$ cat src/rtl/pulse_seq_pkg.sv
// Shared types and defaults for the pulse-train sequencer.
// No ports: exports the FSM state enum and the default field width.
package pulse_seq_pkg;

  localparam int DEFAULT_CNT_W = 16;

  typedef enum logic [1:0] {
    IDLE,
    DELAY,
    HIGH,
    LOW
  } state_t;

endpackage

$ cat src/rtl/pulse_seq_if.sv
// Request/status bundle between a requester and the pulse sequencer.
// master: drives start/stop/cfg_*, reads out/outb/busy/done/err/pulse_cnt.
// slave:  the sequencer side of the same signals.
interface pulse_seq_if
  import pulse_seq_pkg::*;
#(
  parameter int CNT_W = DEFAULT_CNT_W
) ();

  logic             start;
  logic             stop;
  logic [CNT_W-1:0] cfg_td;
  logic [CNT_W-1:0] cfg_tw;
  logic [CNT_W-1:0] cfg_tp;
  logic [CNT_W-1:0] cfg_n;
  logic             out;
  logic             outb;
  logic             busy;
  logic             done;
  logic             err;
  logic [CNT_W-1:0] pulse_cnt;

  modport master (
    output start, stop, cfg_td, cfg_tw, cfg_tp, cfg_n,
    input  out, outb, busy, done, err, pulse_cnt
  );

  modport slave (
    input  start, stop, cfg_td, cfg_tw, cfg_tp, cfg_n,
    output out, outb, busy, done, err, pulse_cnt
  );

endinterface

$ cat src/rtl/pulse_seq_timer.sv
// Loadable down-counter used as the phase timer of the sequencer.
// Ports: clk, rst (sync, high), load, load_val in; zero out (count==0).
module pulse_seq_timer #(
  parameter int W = 16
) (
  input  logic         clk,
  input  logic         rst,
  input  logic         load,
  input  logic [W-1:0] load_val,
  output logic         zero
);

  localparam logic [W-1:0] ONE = {{(W-1){1'b0}}, 1'b1};

  logic [W-1:0] count;

  always_ff @(posedge clk) begin
    if (rst) begin
      count <= '0;
    end else if (load) begin
      count <= load_val;
    end else if (count != '0) begin
      count <= count - ONE;
    end
  end

  assign zero = (count == '0);

endmodule

$ cat src/rtl/pulse_seq_ctrl.sv
// Pulse-train controller: delay, then n pulses of width tw every tp cycles.
// Ports: clk, rst (sync, high); bus (pulse_seq_if.slave) for cfg/status.
module pulse_seq_ctrl
  import pulse_seq_pkg::*;
#(
  parameter logic B0    = 1'b0,
  parameter int   CNT_W = DEFAULT_CNT_W
) (
  input logic       clk,
  input logic       rst,
  pulse_seq_if.slave bus
);

  localparam logic [CNT_W-1:0] ONE = {{(CNT_W-1){1'b0}}, 1'b1};

  state_t state, next;

  logic [CNT_W-1:0] tw_q, tp_q, n_q, cnt_q;
  logic             out_q, busy_q, done_q, err_q;

  logic             tload, tzero;
  logic [CNT_W-1:0] tval;
  logic             accept, rej, fin, enter_high;
  logic             cfg_ok, last;
  logic [CNT_W-1:0] tw_m1, lo_m1;

  assign cfg_ok = (bus.cfg_tw != '0) && (bus.cfg_tp > bus.cfg_tw);
  assign last   = (n_q != '0) && (cnt_q == n_q);
  assign tw_m1  = tw_q - ONE;
  assign lo_m1  = tp_q - tw_q - ONE;

  pulse_seq_timer #(.W(CNT_W)) u_timer (
    .clk      (clk),
    .rst      (rst),
    .load     (tload),
    .load_val (tval),
    .zero     (tzero)
  );

  always_ff @(posedge clk) begin
    if (rst) state <= IDLE;
    else     state <= next;
  end

  // Timer holds (cycles left - 1). DELAY is loaded with td itself, so
  // it spans td+1 cycles and absorbs the one-cycle accept latency;
  // the delay value goes straight into the timer and is never stored.
  always_comb begin
    next       = state;
    tload      = 1'b0;
    tval       = '0;
    accept     = 1'b0;
    rej        = 1'b0;
    fin        = 1'b0;
    enter_high = 1'b0;
    unique case (state)
      IDLE: begin
        if (bus.start && !bus.stop) begin
          if (cfg_ok) begin
            accept = 1'b1;
            next   = DELAY;
            tload  = 1'b1;
            tval   = bus.cfg_td;
          end else begin
            rej = 1'b1;
          end
        end
      end
      DELAY: begin
        if (bus.stop) begin
          next = IDLE;
        end else if (tzero) begin
          next       = HIGH;
          tload      = 1'b1;
          tval       = tw_m1;
          enter_high = 1'b1;
        end
      end
      HIGH: begin
        if (bus.stop) begin
          next = IDLE;
        end else if (tzero) begin
          if (last) begin
            next = IDLE;
            fin  = 1'b1;
          end else begin
            next  = LOW;
            tload = 1'b1;
            tval  = lo_m1;
          end
        end
      end
      LOW: begin
        if (bus.stop) begin
          next = IDLE;
        end else if (tzero) begin
          next       = HIGH;
          tload      = 1'b1;
          tval       = tw_m1;
          enter_high = 1'b1;
        end
      end
      default: next = IDLE;
    endcase
  end

  // Outputs are registered from the next state so they change exactly
  // at the edge the FSM moves.
  always_ff @(posedge clk) begin
    if (rst) begin
      out_q  <= B0;
      busy_q <= 1'b0;
      done_q <= 1'b0;
      err_q  <= 1'b0;
      cnt_q  <= '0;
      tw_q   <= '0;
      tp_q   <= '0;
      n_q    <= '0;
    end else begin
      out_q  <= (next == HIGH) ? ~B0 : B0;
      busy_q <= (next != IDLE);
      done_q <= fin;
      err_q  <= rej;
      if (accept) begin
        tw_q  <= bus.cfg_tw;
        tp_q  <= bus.cfg_tp;
        n_q   <= bus.cfg_n;
        cnt_q <= '0;
      end else if (enter_high && !(&cnt_q)) begin
        cnt_q <= cnt_q + ONE;
      end
    end
  end

  assign bus.out       = out_q;
  assign bus.outb      = ~out_q;
  assign bus.busy      = busy_q;
  assign bus.done      = done_q;
  assign bus.err       = err_q;
  assign bus.pulse_cnt = cnt_q;

endmodule
$ cat src/flat_wrapper.sv
// flat-port wrapper written by rule: the top's interface ports become plain ports
module pulse_seq_ctrl_flat import pulse_seq_pkg::*;
#(
  parameter logic B0    = 1'b0,
  parameter int   CNT_W = DEFAULT_CNT_W
)
  (clk, rst, bus_start, bus_stop, bus_cfg_td, bus_cfg_tw, bus_cfg_tp, bus_cfg_n, bus_out, bus_outb, bus_busy, bus_done, bus_err, bus_pulse_cnt);
  pulse_seq_if #(.CNT_W(CNT_W)) bus_i ();
  input logic clk;
  input logic rst;
  input wire logic [$bits(bus_i.start)-1:0] bus_start;
  input wire logic [$bits(bus_i.stop)-1:0] bus_stop;
  input wire logic [$bits(bus_i.cfg_td)-1:0] bus_cfg_td;
  input wire logic [$bits(bus_i.cfg_tw)-1:0] bus_cfg_tw;
  input wire logic [$bits(bus_i.cfg_tp)-1:0] bus_cfg_tp;
  input wire logic [$bits(bus_i.cfg_n)-1:0] bus_cfg_n;
  output wire logic [$bits(bus_i.out)-1:0] bus_out;
  output wire logic [$bits(bus_i.outb)-1:0] bus_outb;
  output wire logic [$bits(bus_i.busy)-1:0] bus_busy;
  output wire logic [$bits(bus_i.done)-1:0] bus_done;
  output wire logic [$bits(bus_i.err)-1:0] bus_err;
  output wire logic [$bits(bus_i.pulse_cnt)-1:0] bus_pulse_cnt;
  assign bus_i.start = bus_start;
  assign bus_i.stop = bus_stop;
  assign bus_i.cfg_td = bus_cfg_td;
  assign bus_i.cfg_tw = bus_cfg_tw;
  assign bus_i.cfg_tp = bus_cfg_tp;
  assign bus_i.cfg_n = bus_cfg_n;
  assign bus_out = bus_i.out;
  assign bus_outb = bus_i.outb;
  assign bus_busy = bus_i.busy;
  assign bus_done = bus_i.done;
  assign bus_err = bus_i.err;
  assign bus_pulse_cnt = bus_i.pulse_cnt;
  pulse_seq_ctrl #(.B0(B0), .CNT_W(CNT_W)) u_core (.clk(clk), .rst(rst), .bus(bus_i));
endmodule
$ cat config.mk
export PLATFORM = sky130hd
export DESIGN_NAME = pulse_seq_ctrl_flat
export DESIGN_NICKNAME = d
export VERILOG_FILES = /design/src/rtl/pulse_seq_pkg.sv /design/src/rtl/pulse_seq_if.sv /design/src/rtl/pulse_seq_timer.sv /design/src/rtl/pulse_seq_ctrl.sv /design/src/flat_wrapper.sv
export SDC_FILE = /design/constraint.sdc
export NUM_CORES = 1
export LEC_CHECK = 0
export CELL_PAD_IN_SITES_DETAIL_PLACEMENT = 1
export CELL_PAD_IN_SITES_GLOBAL_PLACEMENT = 1
export CORE_AREA = 4 4 142 117
export DETAILED_ROUTE_END_ITERATION = 8
export DIE_AREA = 0 0 146 121
export GPL_TIMING_DRIVEN = 1
export PLACE_DENSITY_LB_ADDON = 0.3
export SETUP_SLACK_MARGIN = 0.05
export SYNTH_ARGS = -nofsm -noshare
export SYNTH_HDL_FRONTEND = slang
export SYNTH_HIERARCHICAL = 1
export SYNTH_SLANG_ARGS = --single-unit
$ cat constraint.sdc
create_clock -name clk -period 3.6 [get_ports clk]
set_clock_uncertainty 0.15 [all_clocks]
set_input_delay 0.72 -clock clk [delete_from_list [all_inputs] [get_ports clk]]
set_output_delay 0.72 -clock clk [all_outputs]
set_load 0.01 [all_outputs]
# After elaboration in Yosys (flattened, before gate mapping)
# Cells that the tools add are included.
totals:
  ff_bits: 86
  word_cells: 75
  inputBits: 68
  out_inout_bits: 21
classes:
  muxes: 31
  n_eq_ne: 5
  reduce_logical: 18
  order_cmp: 1
  n_bitwise: 5
  n_addsub: 5
op_table:
  columns: ["cell", "n"]
  rows:
  - ["16-bit two-way mux", 9]
  - ["16-bit one-hot mux with 3 select lines", 1]
  - ["16-bit nonzero test", 3]
  - ["16-bit by 1-bit subtractor with 16-bit output (second input constant)", 3]
  - ["16-bit by 1-bit adder with 16-bit output (second input constant)", 1]
  - ["16-bit equality test", 1]
  - ["16-bit > comparator", 1]
  - ["16-bit zero test", 1]
  - ["16-bit AND reduction", 1]
  - ["16-bit subtractor", 1]
  - ["2-bit two-way mux", 7]
  - ["1-bit two-way mux", 12]
  - ["2-bit equality test (second input constant)", 3]
  - ["2-bit one-hot mux with 3 select lines", 1]
  - ["1-bit inverter", 5]
  - ["1-bit logical AND", 4]
  - ["2-bit nonzero test", 2]
  - ["2-bit OR reduction", 2]
  - ["4-bit OR reduction", 1]
  - ["1-bit one-hot mux with 3 select lines", 1]
  - ["3-bit OR reduction", 1]
  - ["2-bit by 1-bit equality test with 1-bit output (second input constant)", 1]
  - ["1-bit zero test", 2]
  - ["2-bit zero test", 1]

# Logic depth before layout (Yosys ltp)
# Gate-level depths: netlist of run 1.
logic_depth:
  ltp_word: 8
  depth_mapped: 15
  ltp_nobuf: 14

# Modules after synthesis
# Netlist of run 1, hierarchy kept.
modules_own_cells:
  columns: ["mod", "seq_area_each_um2", "area_each_um2", "cells_each", "instances"]
  rows:
  - ["pulse_seq_ctrl", 1401.3, 4639.4, 546, 1]
  - ["pulse_seq_timer", 320.3, 902.1, 112, 1]

# Worst setup path after synthesis of run 1
# OpenSTA, ideal clock, no wires.
synth_path:
  path_kind: "flip-flop to flip-flop"
  start: "register u_core.u_timer.count[0]"
  end: "register u_core.u_timer.count[1]"
  slack_ns: 0.291
  setup_ns: 0.131
  synth_period_minus_slack_ns: 3.309
  path_buffers: 2
  path_stages_with_launch: 16
  t_required_ns: 3.319
  arrival_time_ns: 3.028
  cell_sequence: "dfxtp_1 inv_1 ha_1 nor2b_1 nand3_1 nor2_1 nand2b_1 or3b_2 a21oi_2 buf_2 nor2_1 nand2_1 clkbuf_1 nor3_1 mux2i_1 o21ai_0"
synth_via:
  elab_chain_len: 5
  word_cells_on_any_way: 16
  cone_classes: "add/sub (1); mux (12); reduce/logical (3)"
synth_rtl:
  columns: ["item", "line", "text"]
  rows:
  - ["start: declaration", "pulse_seq_timer.sv:15", "logic [W-1:0] count;"]
  - ["start signal: assignment", "pulse_seq_timer.sv:21", "count <= load_val;"]
  - ["start signal: assignment", "pulse_seq_timer.sv:23", "count <= count - ONE;"]
  - ["16-bit zero test *", "pulse_seq_timer.sv:27", "assign zero = (count == '0);"]
  - ["via u_core.tzero", "pulse_seq_ctrl.sv:21", "logic tload, tzero;"]
  - ["1-bit two-way mux (on tied branches)", "pulse_seq_ctrl.sv:72, pulse_seq_ctrl.sv:96, pulse_seq_ctrl.sv:82", null]
  - ["1-bit two-way mux (on tied branches)", "pulse_seq_ctrl.sv:94, pulse_seq_ctrl.sv:80", null]
  - ["1-bit one-hot mux with 3 select lines *", "pulse_seq_ctrl.sv:56", "unique case (state)"]
  - ["via u_core.tload", "pulse_seq_ctrl.sv:21", null]
  - ["16-bit two-way mux / 2-bit nonzero test (equally long branches)", null, null]
# The timed path passes the listed nets; every way through them passes the cells marked *. The select of a mux whose other input is x is not followed.
# A chain may end at the register's enable or synchronous reset.

# Worst setup path in the final report of run 1
layout_path:
  start: "input bus_cfg_tw[11]"
  end: "register u_core.u_timer.count[15]"
layout_via:
  elab_chain_len: 6
  word_cells_on_any_way: 11
  cone_classes: "order compare (1); mux (7); reduce/logical (3)"
layout_rtl:
  columns: ["item", "line", "text"]
  rows:
  - ["start: declaration", "flat_wrapper.sv:14", "input wire logic [$bits(bus_i.cfg_tw)-1:0] bus_cfg_tw;"]
  - ["16-bit > comparator / 16-bit nonzero test (equally long branches)", "pulse_seq_ctrl.sv:27", "assign cfg_ok = (bus.cfg_tw != '0) && (bus.cfg_tp > bus.cfg_tw);"]
  - ["1-bit logical AND *", "pulse_seq_ctrl.sv:27", null]
  - ["16-bit two-way mux *", "pulse_seq_ctrl.sv:59", "if (cfg_ok) begin"]
  - ["16-bit two-way mux *", "pulse_seq_ctrl.sv:58", "if (bus.start && !bus.stop) begin"]
  - ["16-bit one-hot mux with 3 select lines *", "pulse_seq_ctrl.sv:56", null]
  - ["via u_core.tval[15]", "pulse_seq_ctrl.sv:22", "logic [CNT_W-1:0] tval;"]
  - ["16-bit two-way mux *", "pulse_seq_timer.sv:20", "end else if (load) begin"]
# The timed path passes the listed nets; every way through them passes the cells marked *.

==> results by group, run 1 <==
Clock network
  • Setup bufs post-CTS: 0
  • CTS-repair resized insts: 0
  • Worst-Skew Late Latency: 0.35 ns
  • CTS Buffer Depth: 2
  • Root buf cell: clkbuf_16
  • Clk pin slew, worst setup/hold paths: 0.06 ns
  • Clock Sink Count: between 80 and 90
  • CTS tree: yes
  • CTS Hold Buffers Added: 0
  • H-tree levels: 3
  • Cts bufs inserted: 9

Placement
  • Placed insts: 944
  • Placer congestion estimate: 0.845
  • Port bufs: between 80 and 90
  • HPWL Detailed: 13.8 mm

Synth
  • Mapped Cells: 658
  • Synthesized net count: about 760
  • Synth Flop Type: dfxtp_1
  • Register area share after synthesis: 0.311
  • Post-synth EDFFs: 0
  • #FFs+latches synth: 86
  • Synthesized cell area: 5540 um^2
  • Warnings, synthesis: 6
  • Synth cell types: 62
  • Syn_area_per_cell: about 8.4 um^2
  • Synth async-reset ratio: 0

STA
  • Fin. max-slew vios: 0
  • Post-route minimum period: 3.38 ns
  • Setup-failing EPs final: 0
  • RSZ-0062 raised after global routing: false
  • Slew @ Worst Pin: 0.625 ns
  • Hold Vio Cnt, Final: 0
  • Worst slew margin: 0.580
  • Hold_ws: 0.359 ns
  • Fmax: 0.296 GHz
  • Final Cycle Share: 0.940

Routing
  • Vias per cell: 5.35
  • DRT antenna net count: 0
  • Vias after detailed routing: 5,132
  • Initial drt markers: 348
  • Routed wire length: 17.1 mm
  • WL/cell: 17.8 um
  • DRC violations left: 0
  • Initial DRT Pass Iterations: 6

Floorplan
  • Die width: 146 um
  • Die Ht: roughly 120 um
  • Core Region: 15,300 um^2
  • Starting density of the core: 0.361
  • I/O pin count: between 80 and 90
  • Total die area: 17,700 um^2
  • Row count: 41

Cells and area
  • Post-route non-filler standard cell count: 960
  • Antenna Cells: 0
  • Nets: 865
  • P&R area growth vs syn: 27.3%
  • Fraction of layout cells with a size suffix above 1: 0.0913

Critical path
  • Startpoint Class: input pin
  • Setup Crit Path Kind: input pin to flop
  • Worst EP required: around 3.7 ns
  • Crit end category: flop
  • WP data arrival: roughly 3.5 ns
  • CP max FO: 4

Outcome
  • Status: finished clean

Global route
  • Pin count of the biggest net entering global routing: 52
  • Grt total ovfl: 0
  • Initial antenna violation count: 0
  • First-pass GRT wire length: 27.9 mm
  • GRT Util Overall: 0.196
  • Vias in the first global route: 5,326

Power
  • Power per cell area: 455 nW/um^2
  • Leak Pwr: 2.76 nW
  • Max VDD drop: between 200 and 250 uV
  • Pwr Total: 3.21 mW

Run
  • Max-cap violations: 0

Min path
  • Worst min path class: flop to flop
[layer usage]
layer	wire length (um)	up-vias	GRT usage
li1	-	2540	-
met1	8630	2460	0.286
met2	7610	119	0.301
met3	729	13	0.0396
met4	138	0	0.0405
met5	0	-	0
[cells by family (layout without fill, tap and decap cells)]
family,after synthesis,after routing,synth area share
simple gates,237,237,0.210
compound gates,114,114,0.142
flops,86,86,0.311
xor+xnor,67,67,0.106
buf+inv,65,174,0.0528
mux,54,54,0.0978
fa+ha+maj,35,35,0.0804
[layout by cell type, fill, tap and decap left out, drive strengths merged, types with 4 or more instances in the layout]
| cell | instances |
|---|---|
| a21o | 6 |
| nor4 | 17 |
| nand3 | 16 |
| clkdlybuf4s50 | 87 |
| clkinv | 5 |
| mux2i | 53 |
| nand4 | 15 |
| a31oi | 5 |
| o21a | 4 |
| xnor2 | 45 |
| nor2b | 4 |
| inv | 39 |
| a221o | 8 |
| a21oi | 30 |
| a22oi | 9 |
| clkbuf | 9 |
| and3 | 6 |
| xor2 | 22 |
| buf | 33 |
| nor2 | 103 |
| nor3 | 14 |
| dfxtp | 86 |
| ha | 34 |
| o21ai | 27 |
| nand2 | 42 |
[final timing paths]
| kind | depth (start not counted) | slack, ns | from | end |
|---|---|---|---|---|
| setup / recovery | 11 | 0.22 | bus_cfg_tw[11] | u_core/u_timer/count[15]$_SDFFE_PP0P_ |
| hold / removal | 2 | 0.36 | u_core/tp_q[5]$_SDFFE_PP0P_ | u_core/tp_q[5]$_SDFFE_PP0P_ |
| setup reg to reg | 13 | 0.24 | u_core/u_timer/count[0]$_SDFFE_PP0P_ | u_core/u_timer/count[15]$_SDFFE_PP0P_ |
| hold reg to reg | 2 | 0.36 | u_core/tp_q[5]$_SDFFE_PP0P_ | u_core/tp_q[5]$_SDFFE_PP0P_ |
[cell type report]
type | instances | area, um^2
clock buffer | 9 | 225
clock inverter | 7 | 48.8
fill | 1800 | 8280
inverter | 38 | 143
multi-input combinational | 507 | 3540
sequential | 86 | 1720
tap | 193 | 241
timing repair buffer | 120 | 1140
[report_power, final]
part           switching [mW]  internal (mW)  total, mW
Sequential              0.130           1.05       1.18
Combinational           0.628          0.535       1.16
Clock                   0.396          0.468      0.864
[stage by stage]
step                      area [um^2]  utilization  TNS (ns)  setup WS, ns
final                            7060        0.460         0         0.217
after CTS                        7060        0.460         0         0.269
after floorplan                  5540            -         0         0.291
after global routing             7060        0.460         0        0.0635
after global placement           6780        0.442         0        0.0417
after detailed placement         6780        0.442    -0.639       -0.0929
[registers in the layout (all words and copies together), names as in the netlist]
register and cells:
u_core/bus.pulse_cnt 16, u_core/n_q 16, u_core/tp_q 16, u_core/tw_q 16, u_core/u_timer/count 16, u_core/state 2, u_core/bus.busy 1, u_core/bus.done 1
u_core/bus.err 1, u_core/bus.out 1
[cell usage after synthesis, drive strengths merged (8+ instances only)]
| cell | count | area, um^2 |
|---|---|---|
| clkbuf | 16 | 61.3 |
| nor2 | 103 | 412 |
| o21ai | 27 | 135 |
| nand3 | 16 | 80.1 |
| mux2i | 53 | 531 |
| buf | 11 | 88.8 |
| xnor2 | 45 | 394 |
| ha | 34 | 425 |
| nand2 | 42 | 158 |
| inv | 38 | 143 |
| xor2 | 22 | 193 |
| dfxtp | 86 | 1720 |
| nor4 | 17 | 128 |
| nor3 | 14 | 70.1 |
| a21oi | 30 | 154 |
| a22oi | 9 | 67.6 |
| nand4 | 15 | 100 |
| a221o | 8 | 80.1 |
[worst max-delay path: stages]
cell	delay (ns)
clkdlybuf4s50_1	0.50
inv_1	0.05
ha_1	0.31
nand4_1	0.17
or3_1	0.42
o211ai_2	0.23
a31oi_4	0.08
a221o_1	0.38
mux2i_1	0.18
a211oi_1	0.08
a311o_1	0.34
No activity file was read; power rests on OpenSTA's default activity.
==> run 2, diff against run 1 <==
--- a/config.mk
+++ b/config.mk
@@ -13,6 +13,8 @@
 export GPL_TIMING_DRIVEN = 1
 export PLACE_DENSITY_LB_ADDON = 0.3
 export SETUP_SLACK_MARGIN = 0.05
+export SKIP_LAST_GASP = 1
+export SLEW_MARGIN = 30
 export SYNTH_ARGS = -nofsm -noshare
 export SYNTH_HDL_FRONTEND = slang
 export SYNTH_HIERARCHICAL = 1
==> results of run 2 <==
No change in the layout: final DEF, timing and power equal those of run 1.
==> run 3, diff against run 2 <==
--- a/config.mk
+++ b/config.mk
@@ -7,9 +7,10 @@
 export LEC_CHECK = 0
 export CELL_PAD_IN_SITES_DETAIL_PLACEMENT = 1
 export CELL_PAD_IN_SITES_GLOBAL_PLACEMENT = 1
-export CORE_AREA = 4 4 142 117
+export CORE_AREA = 4 4 141 116
 export DETAILED_ROUTE_END_ITERATION = 8
-export DIE_AREA = 0 0 146 121
+export DIE_AREA = 0 0 145 120
+export DONT_BUFFER_PORTS = 1
 export GPL_TIMING_DRIVEN = 1
 export PLACE_DENSITY_LB_ADDON = 0.3
 export SETUP_SLACK_MARGIN = 0.05
==> run 3 against run 2 <==
Compared with the run above:
- fmax increased by 3.9%
- clock power increased by 8.8%
- combinational power fell by 4%
- cell count fell by 11%
- flip-flop and latch count unchanged
- register-to-register slack better by 0.11 ns
- die area down 1.5%
- largest cell class unchanged
- highest routed layer unchanged
==> results by group, run 3 (synthesized netlist as in run 1, its figures left out) <==
STA
  • Setup-failing EPs final: 0
  • Hold Vio Cnt, Final: 0
  • Final Cycle Share: 0.904
  • Slew @ Worst Pin: 0.649 ns
  • Post-route minimum period: 3.25 ns
  • Fmax: 0.307 GHz
  • RSZ-0062 raised after global routing: false
  • Worst slew margin: 0.567
  • Setup tns final: 0 ns
  • Fin. max-slew vios: 0

Critical path
  • Crit end category: flop
  • FF-to-FF setup slack: approximately 0.35 ns
  • WP data arrival: between 3 and 4 ns
  • CP max FO: 11
  • Worst EP required: about 3.7 ns
  • Startpoint Class: flop
  • Setup Crit Path Kind: flop to flop

Power
  • Pwr Total: 3.23 mW
  • Power per cell area: 532 nW/um^2
  • Sw frac: 0.346
  • Reg power frac: 0.364
  • Gate power share: 0.345
  • Leak Pwr: roughly 2.4 nW
  • Max VDD drop: 294 uV
  • Clock group share of total power: 0.291
  • Switching pwr: approximately 1.1 mW
  • Internal power: 2.11 mW

Clock network
  • CTS-repair resized insts: 0
  • Root buf cell: clkbuf_16
  • Worst-Skew Late Latency: 0.35 ns
  • CTS Hold Buffers Added: 0
  • Clock Sink Count: 86
  • CTS tree: yes
  • Cts bufs inserted: 9
  • Setup bufs post-CTS: 0
  • Clk pin slew, worst setup/hold paths: about 0.060 ns
  • CTS Buffer Depth: 2
  • H-tree levels: 3

Global route
  • Vias in the first global route: 5,032
  • Pin count of the biggest net entering global routing: 66
  • GRT Util Overall: 0.196
  • Grt total ovfl: 0
  • First-pass GRT wire length: around 27 mm
  • Initial antenna violation count: 0

Cells and area
  • Fraction of layout cells with a size suffix above 1: 0.0782
  • Most frequent cells in the layout: 93 x nor2_1, 86 x dfxtp_1, 53 x mux2i_1
  • Design area: ~6100 um^2
  • Nets: between 700 and 800
  • Commonest non-fill, non-tap cell in the layout: nor2_1
  • Post-route non-filler standard cell count: 854
  • Antenna Cells: 0
  • P&R area growth vs syn: 9.69%

Floorplan
  • Starting density of the core: 0.373
  • Die Ht: 120 um
  • Row count: 40
  • Die width: 145 um
  • Core Region: 14,900 um^2
  • I/O pin count: 89
  • Total die area: 17,400 um^2

Min path
  • Worst min path class: input pin to flop

Routing
  • Vias after detailed routing: 4,781
  • DRT antenna net count: 0
  • WL/cell: 20.0 um
  • Initial drt markers: 336
  • DRC violations left: 0
  • Routed wire length: ~17 mm
  • Initial DRT Pass Iterations: 5
  • Vias per cell: around 5.6

Placement
  • Placer congestion estimate: a little under 0.9
  • Port bufs: 0
  • Placed cell area: 5780 um^2
  • Placed insts: 838
  • HPWL Detailed: 13.7 mm

Run
  • Max-cap violations: 0

Outcome
  • Status: finished clean
## run 3: metrics by stage
step,utilization,hold slack (ns),worst slack [ns]
floorplan,-,0.315,0.291
global placement,0.389,0.340,0.228
detailed placement,0.389,0.355,0.162
global route,0.409,0.292,0.0846
finish,0.409,0.308,0.345
CTS,0.409,0.289,0.368
## run 3: worst paths after layout
check | from | cells after the start | end
max | u_core/u_timer/count[1]$_SDFFE_PP0P_ | 14 | u_core/u_timer/count[13]$_SDFFE_PP0P_
min | rst | 1 | u_core/u_timer/count[2]$_SDFFE_PP0P_
max reg2reg | u_core/u_timer/count[1]$_SDFFE_PP0P_ | 14 | u_core/u_timer/count[13]$_SDFFE_PP0P_
min reg2reg | u_core/tp_q[12]$_SDFFE_PP0P_ | 2 | u_core/tp_q[12]$_SDFFE_PP0P_
## run 3: power by group through the flow
stage               combinational, mW  clock (mW)  sequential, mW
floorplan                       0.813           0            1.15
global placement                 1.05           0            1.19
detailed placement               1.09           0            1.20
CTS                              1.10       0.964            1.18
global route                     1.22        1.01            1.19
finish                           1.11       0.940            1.18
## run 3: routing by layer
layer	up-vias	global-route usage	routed length, um	share of wire
li1	2329	-	-	-
met1	2336	0.276	8520	0.50
met2	102	0.305	7420	0.43
met3	14	0.0513	963	0.056
met4	0	0.0386	211	0.012
met5	-	0	0	0
## run 3: area by class of cell
class | count | area [um^2]
Fill cell | 1739 | 8790
Clock inverter | 3 | 43.8
Tap cell | 189 | 236
Multi-Input combinational cell | 507 | 3540
Clock buffer | 13 | 250
Inverter | 38 | 143
Timing Repair Buffer | 18 | 148
Sequential cell | 86 | 1720
## run 3: critical path, stage by stage (launching register included)
cell      delay [ns]
dfxtp_1         0.33
inv_1           0.09
ha_1            0.17
nor2b_1         0.18
nand3_1         0.16
nor2_1          0.17
nand2b_1        0.09
or3b_2          0.49
a21oi_2         0.14
nor2_1          0.06
nand2_1         0.13
nor2b_1         0.56
nand2_1         0.17
o31a_1          0.14
a22oi_1         0.15
